### src/rtl/video_timing_gen.sv
// Raster timing generator: blank/hsync/vsync, pixel coordinates and line/frame strobes.
// Optional colour-bar outputs when VTG_TEST_PATTERN_EN is defined.
module video_timing_gen #(
  parameter int COORD_W   = 12,
  parameter int H_ACTIVE  = 640,
  parameter int H_FRONT   = 16,
  parameter int H_SYNC    = 96,
  parameter int H_BACK    = 48,
  parameter int V_ACTIVE  = 480,
  parameter int V_FRONT   = 10,
  parameter int V_SYNC    = 2,
  parameter int V_BACK    = 33,
  parameter bit HSYNC_POL = 1'b0,
  parameter bit VSYNC_POL = 1'b0
) (
  input  logic               clk,
  input  logic               rst,
  input  logic               en,
  output logic               blank_out,
  output logic               hsync_out,
  output logic               vsync_out,
  output logic [COORD_W-1:0] x_out,
  output logic [COORD_W-1:0] y_out,
  output logic               line_start_out,
  output logic               frame_start_out
`ifdef VTG_TEST_PATTERN_EN
  ,
  output logic [7:0]         red_out,
  output logic [7:0]         green_out,
  output logic [7:0]         blue_out
`endif
);

  localparam int H_TOTAL = H_ACTIVE + H_FRONT + H_SYNC + H_BACK;
  localparam int V_TOTAL = V_ACTIVE + V_FRONT + V_SYNC + V_BACK;

  localparam logic [COORD_W-1:0] H_LAST = COORD_W'(H_TOTAL - 1);
  localparam logic [COORD_W-1:0] V_LAST = COORD_W'(V_TOTAL - 1);
  localparam logic [COORD_W-1:0] H_ACT  = COORD_W'(H_ACTIVE);
  localparam logic [COORD_W-1:0] V_ACT  = COORD_W'(V_ACTIVE);
  localparam logic [COORD_W-1:0] HS_BEG = COORD_W'(H_ACTIVE + H_FRONT);
  localparam logic [COORD_W-1:0] HS_END = COORD_W'(H_ACTIVE + H_FRONT + H_SYNC);
  localparam logic [COORD_W-1:0] VS_BEG = COORD_W'(V_ACTIVE + V_FRONT);
  localparam logic [COORD_W-1:0] VS_END = COORD_W'(V_ACTIVE + V_FRONT + V_SYNC);

  logic               primed;
  logic [COORD_W-1:0] x_nxt;
  logic [COORD_W-1:0] y_nxt;
  logic               blank_nxt;
  logic               hsync_act;
  logic               vsync_act;

  // Until primed, the next position is (0,0) without advancing.
  always_comb begin
    x_nxt = '0;
    y_nxt = '0;
    if (primed) begin
      if (x_out == H_LAST) begin
        x_nxt = '0;
        y_nxt = (y_out == V_LAST) ? '0 : y_out + 1'b1;
      end else begin
        x_nxt = x_out + 1'b1;
        y_nxt = y_out;
      end
    end
  end

  assign blank_nxt = (x_nxt >= H_ACT) | (y_nxt >= V_ACT);
  assign hsync_act = (x_nxt >= HS_BEG) && (x_nxt < HS_END);
  assign vsync_act = (y_nxt >= VS_BEG) && (y_nxt < VS_END);

`ifdef VTG_TEST_PATTERN_EN
  localparam int BAR_W = H_ACTIVE / 8;
  localparam int BW    = (BAR_W > 1) ? $clog2(BAR_W) : 1;
  localparam logic [BW-1:0] BAR_LAST = BW'(BAR_W - 1);

  logic [2:0]    bar_idx, bar_nxt;
  logic [BW-1:0] bar_cnt, cnt_nxt;
  logic [23:0]   rgb_nxt;

  // Bar counter tracks x_nxt one pixel at a time; it idles once past the active area.
  always_comb begin
    bar_nxt = bar_idx;
    cnt_nxt = bar_cnt;
    if (x_nxt == '0) begin
      bar_nxt = '0;
      cnt_nxt = '0;
    end else if (x_nxt < H_ACT) begin
      if (bar_cnt == BAR_LAST) begin
        bar_nxt = bar_idx + 3'd1;
        cnt_nxt = '0;
      end else begin
        cnt_nxt = bar_cnt + 1'b1;
      end
    end
  end

  always_comb begin
    rgb_nxt = 24'h000000;
    if (!blank_nxt) begin
      case (bar_nxt)
        3'd0:    rgb_nxt = 24'hFFFFFF;
        3'd1:    rgb_nxt = 24'hFFFF00;
        3'd2:    rgb_nxt = 24'h00FFFF;
        3'd3:    rgb_nxt = 24'h00FF00;
        3'd4:    rgb_nxt = 24'hFF00FF;
        3'd5:    rgb_nxt = 24'hFF0000;
        3'd6:    rgb_nxt = 24'h0000FF;
        default: rgb_nxt = 24'h000000;
      endcase
    end
  end

  always_ff @(posedge clk) begin
    if (rst) begin
      bar_idx   <= '0;
      bar_cnt   <= '0;
      red_out   <= '0;
      green_out <= '0;
      blue_out  <= '0;
    end else if (en) begin
      bar_idx   <= bar_nxt;
      bar_cnt   <= cnt_nxt;
      red_out   <= rgb_nxt[23:16];
      green_out <= rgb_nxt[15:8];
      blue_out  <= rgb_nxt[7:0];
    end
  end
`endif

  always_ff @(posedge clk) begin
    if (rst) begin
      primed          <= 1'b0;
      x_out           <= '0;
      y_out           <= '0;
      blank_out       <= 1'b1;
      hsync_out       <= ~HSYNC_POL;
      vsync_out       <= ~VSYNC_POL;
      line_start_out  <= 1'b0;
      frame_start_out <= 1'b0;
    end else if (en) begin
      primed          <= 1'b1;
      x_out           <= x_nxt;
      y_out           <= y_nxt;
      blank_out       <= blank_nxt;
      hsync_out       <= hsync_act ? HSYNC_POL : ~HSYNC_POL;
      vsync_out       <= vsync_act ? VSYNC_POL : ~VSYNC_POL;
      line_start_out  <= (x_nxt == '0);
      frame_start_out <= (x_nxt == '0) && (y_nxt == '0);
    end else begin
      line_start_out  <= 1'b0;
      frame_start_out <= 1'b0;
    end
  end

endmodule

### config.mk
export PLATFORM = sky130hd
export DESIGN_NAME = video_timing_gen
export DESIGN_NICKNAME = d
export VERILOG_FILES = /design/src/rtl/video_timing_gen.sv
export SDC_FILE = /design/constraint.sdc
export NUM_CORES = 1
export LEC_CHECK = 0
export CORE_MARGIN = 5
export CORE_UTILIZATION = 54
export DETAILED_ROUTE_END_ITERATION = 6
export PLACE_DENSITY = 0.8
export SYNTH_ARGS = -nofsm -noshare
export SYNTH_HDL_FRONTEND = slang
export SYNTH_SLANG_ARGS = --single-unit
### constraint.sdc
create_clock -name clk -period 3.45 [get_ports clk]
set_clock_uncertainty 0.05 [all_clocks]
set_input_delay 0.5175 -clock clk [delete_from_list [all_inputs] [get_ports clk]]
set_output_delay 0.5175 -clock clk [all_outputs]
set_load 0.02 [all_outputs]
==> flow_metrics.env <==
export IMPL_avgRoutedWirePerCell_um=15.7
export IMPL_stdcell_count=358
export IMPL_layout_drive_gt1_share_pct=4.52
export IMPL_synth_ff_type="dfxtp_1"
export IMPL_fillers=344
export IMPL_critPathMaxFanout=10
export IMPL_cts_setup_buffers=0
export IMPL_port_buffers=31
export IMPL_nNetsFinal=316
export IMPL_setup_viol=0
export IMPL_dp_hpwl_um=4020
export IMPL_antenna_found_initial=0
export IMPL_critPathCaptureType="flop"
export IMPL_dr_pass1_iters=5
export IMPL_cts_path_max_buffers=2
export IMPL_yosys_warnings=0
export IMPL_fp_dieH_um=72.0
export IMPL_ant_nets=0
export IMPL_avgSynthCellArea_um2=7.16
export IMPL_slew_viol_final=0
export IMPL_gp_congestion=0.942
export IMPL_grtUsageTotal_pct=23.2
export IMPL_status="completed"
export IMPL_slew_headroom_pct=54.5
export IMPL_irDropWorstVdd_uv=144
export IMPL_crit_path_top_delay_cell="or3_1"
export IMPL_post_route_drc_count=0
export IMPL_grt_pass1_wl_um=9730
export IMPL_fin_crit_sh_pct=82.6
export IMPL_core_um2=3690
export IMPL_critical_path_class="flop to flop"
export IMPL_dieWidth_um=72.0
export IMPL_grt_pass1_vias=2005
export IMPL_min_period_ps=2850
export IMPL_area_delta_synth_final_pct=18.9
export IMPL_h_tree_depth=2
export IMPL_dieArea_um2=5190
export IMPL_cts_tree="built"
export IMPL_cts_repair_resized=0
export IMPL_rsz0062_at_grt="false"
export IMPL_clock_fmax_ghz=0.351
export IMPL_power_density_nw_per_um2=281
export IMPL_min_path_type="flop to flop"
export IMPL_placed_cells=351
export IMPL_cp_required_ps=3570
export IMPL_path_clk_slew_ps=60
export IMPL_fin_tns_setup_ps=0
export IMPL_cts_buffers=5
export IMPL_via_per_inst=6.21
export IMPL_startpoint_type="flop"
export IMPL_row_count=22
export IMPL_final_hold_viol_count=0
export IMPL_synth_area_um2=2080
export IMPL_routed_via_count=2223
export IMPL_critPathBufInv=0
export IMPL_drv_cap=0
export IMPL_syn_inst=290
export IMPL_initial_core_util_pct=56.3
export IMPL_cts_root_buf="clkbuf_8"
export IMPL_cts_hold_buffers_added=0
export IMPL_leakage_uw=0.000773
export IMPL_postSynth_asyncResetShare_pct=0
export IMPL_diodes=0
export IMPL_cpPeakStageDelay_ps=460
export IMPL_synth_seq_area_share_pct=28.9
export IMPL_ys_seq_elements=30
export IMPL_tightestPinTransition_ps=676
export IMPL_crit_chain="ha_1 > nand4_1 > or3_1 > nor4_1 > mux2i_1 > a21o_1 > nor4b_1"
export IMPL_timing_hold_ws_ps=467
export IMPL_gr_total_overflow=0
export IMPL_first_iter_violations=245
export IMPL_grt_start_max_net_pins=29
export IMPL_cts_sinks=30
export IMPL_critPathTopFamily="simple AND/OR/NAND/NOR gates"
export IMPL_drt_total_wl_um=5630
export IMPL_arrival_ps=2970
export IMPL_final_core_util_pct=66.9
export IMPL_syn_num_nets=296
export IMPL_regToRegSetupSlack_ps=600
export IMPL_yosysUniqueCellTypes=52
export IMPL_synth_enable_flop_cells=0
export IMPL_ios=32
export IMPL_clock_latency_ps=280
## per-stage QoR
stage          total power (µW)  setup slack (ps)  area (µm²)
2_1_floorplan               409               797        2080
3_3_place_gp                434               723        2390
3_5_place_dp                434               681        2390
4_1_cts                     696               621        2470
5_1_grt                     721               418        2470
6_report                    694               599        2470
## flip-flops by register name, indices dropped and copies added, names as in the netlist
register         cells
hsync_out            1
y_out               12
blank_out            1
frame_start_out      1
line_start_out       1
x_out               12
vsync_out            1
primed               1
## cell usage after synthesis (2+ instances only)
| cell type | count | share of area, % |
|---|---|---|
| a21o_1 | 2 | 0.72 |
| a21oi_1 | 22 | 5.3 |
| a22oi_1 | 2 | 0.72 |
| a31oi_1 | 8 | 2.4 |
| and2_1 | 3 | 0.90 |
| and3_1 | 2 | 0.60 |
| buf_1 | 2 | 0.36 |
| buf_2 | 2 | 0.48 |
| clkbuf_1 | 18 | 3.3 |
| dfxtp_1 | 30 | 29 |
| ha_1 | 3 | 1.8 |
| inv_1 | 10 | 1.8 |
| mux2i_1 | 7 | 3.4 |
| nand2_1 | 31 | 5.6 |
| nand2b_1 | 5 | 1.5 |
| nand3_1 | 16 | 3.9 |
| nand4_1 | 5 | 1.5 |
| nand4b_1 | 2 | 0.84 |
| nand4bb_1 | 2 | 1.1 |
| nor2_1 | 26 | 4.7 |
| nor3_1 | 12 | 2.9 |
| nor4_1 | 5 | 1.5 |
| nor4b_1 | 2 | 0.84 |
| o21ai_0 | 14 | 3.4 |
| o21ai_1 | 9 | 2.2 |
| o221ai_1 | 2 | 0.84 |
| o31a_1 | 3 | 1.3 |
| o31ai_1 | 2 | 0.72 |
| or2_1 | 2 | 0.60 |
| or3_1 | 13 | 3.9 |
| or4_1 | 4 | 1.4 |
| xnor2_1 | 4 | 1.7 |
## logic make-up (layout without fill, tap and decap cells)
family          count (synthesis)  in the layout  share of synthesized area [%]
simple gates                  136            136                           34.6
compound gates                 77             77                           23.3
buf+inv                        32             52                           5.90
flops                          30             30                           28.9
mux                             7              7                           3.37
xor+xnor                        5              5                           2.11
fa+ha+maj                       3              3                           1.81
## cells in the final DEF (no fill, tap or decap), drive strengths merged, types with 3 or more instances in the layout
master         count
clkdlybuf4s50     31
nor3              13
o31a               3
xnor2              4
nand2             31
o21ai             23
or4                4
buf                4
nor2              26
nand3             16
or3               14
and2               3
nor4               5
nand4              5
a31oi              8
or2                3
ha                 3
mux2i              7
clkbuf             7
a21oi             23
nand2b             5
inv               10
dfxtp             30
## power by group
part / switching (µW) / internal [µW]
Sequential: 6.15 / 351
Combinational: 44.4 / 26.1
Clock: 127 / 139
Total: 178 / 516
## metal layers
| layer | routed length, µm | vias up | global-route usage, % |
|---|---|---|---|
| met5 | 0 | - | 0 |
| met3 | 348 | 6 | 4.85 |
| met1 | 2480 | 1013 | 29.8 |
| met2 | 2750 | 101 | 38.7 |
| met4 | 55 | 0 | 7.52 |
| li1 | - | 1103 | - |
## worst paths after layout
kind,depth (start not counted),start,to
worst min register to register,1,blank_out,blank_out
worst max-delay path,7,x_out[0],frame_start_out
worst min-delay path,1,blank_out,blank_out
worst max register to register,7,x_out[0],frame_start_out
## cell type report
cell class                      count  area [µm²]  area share (%)
Clock buffer                        7        76.3            3.09
Inverter                           10        37.5            1.52
Sequential cell                    30         601            24.3
Tap cell                           48        60.1            2.43
Timing Repair Buffer               35         340            13.8
Multi-Input combinational cell    228        1350            54.8
No activity file was read; power rests on OpenSTA's default activity.
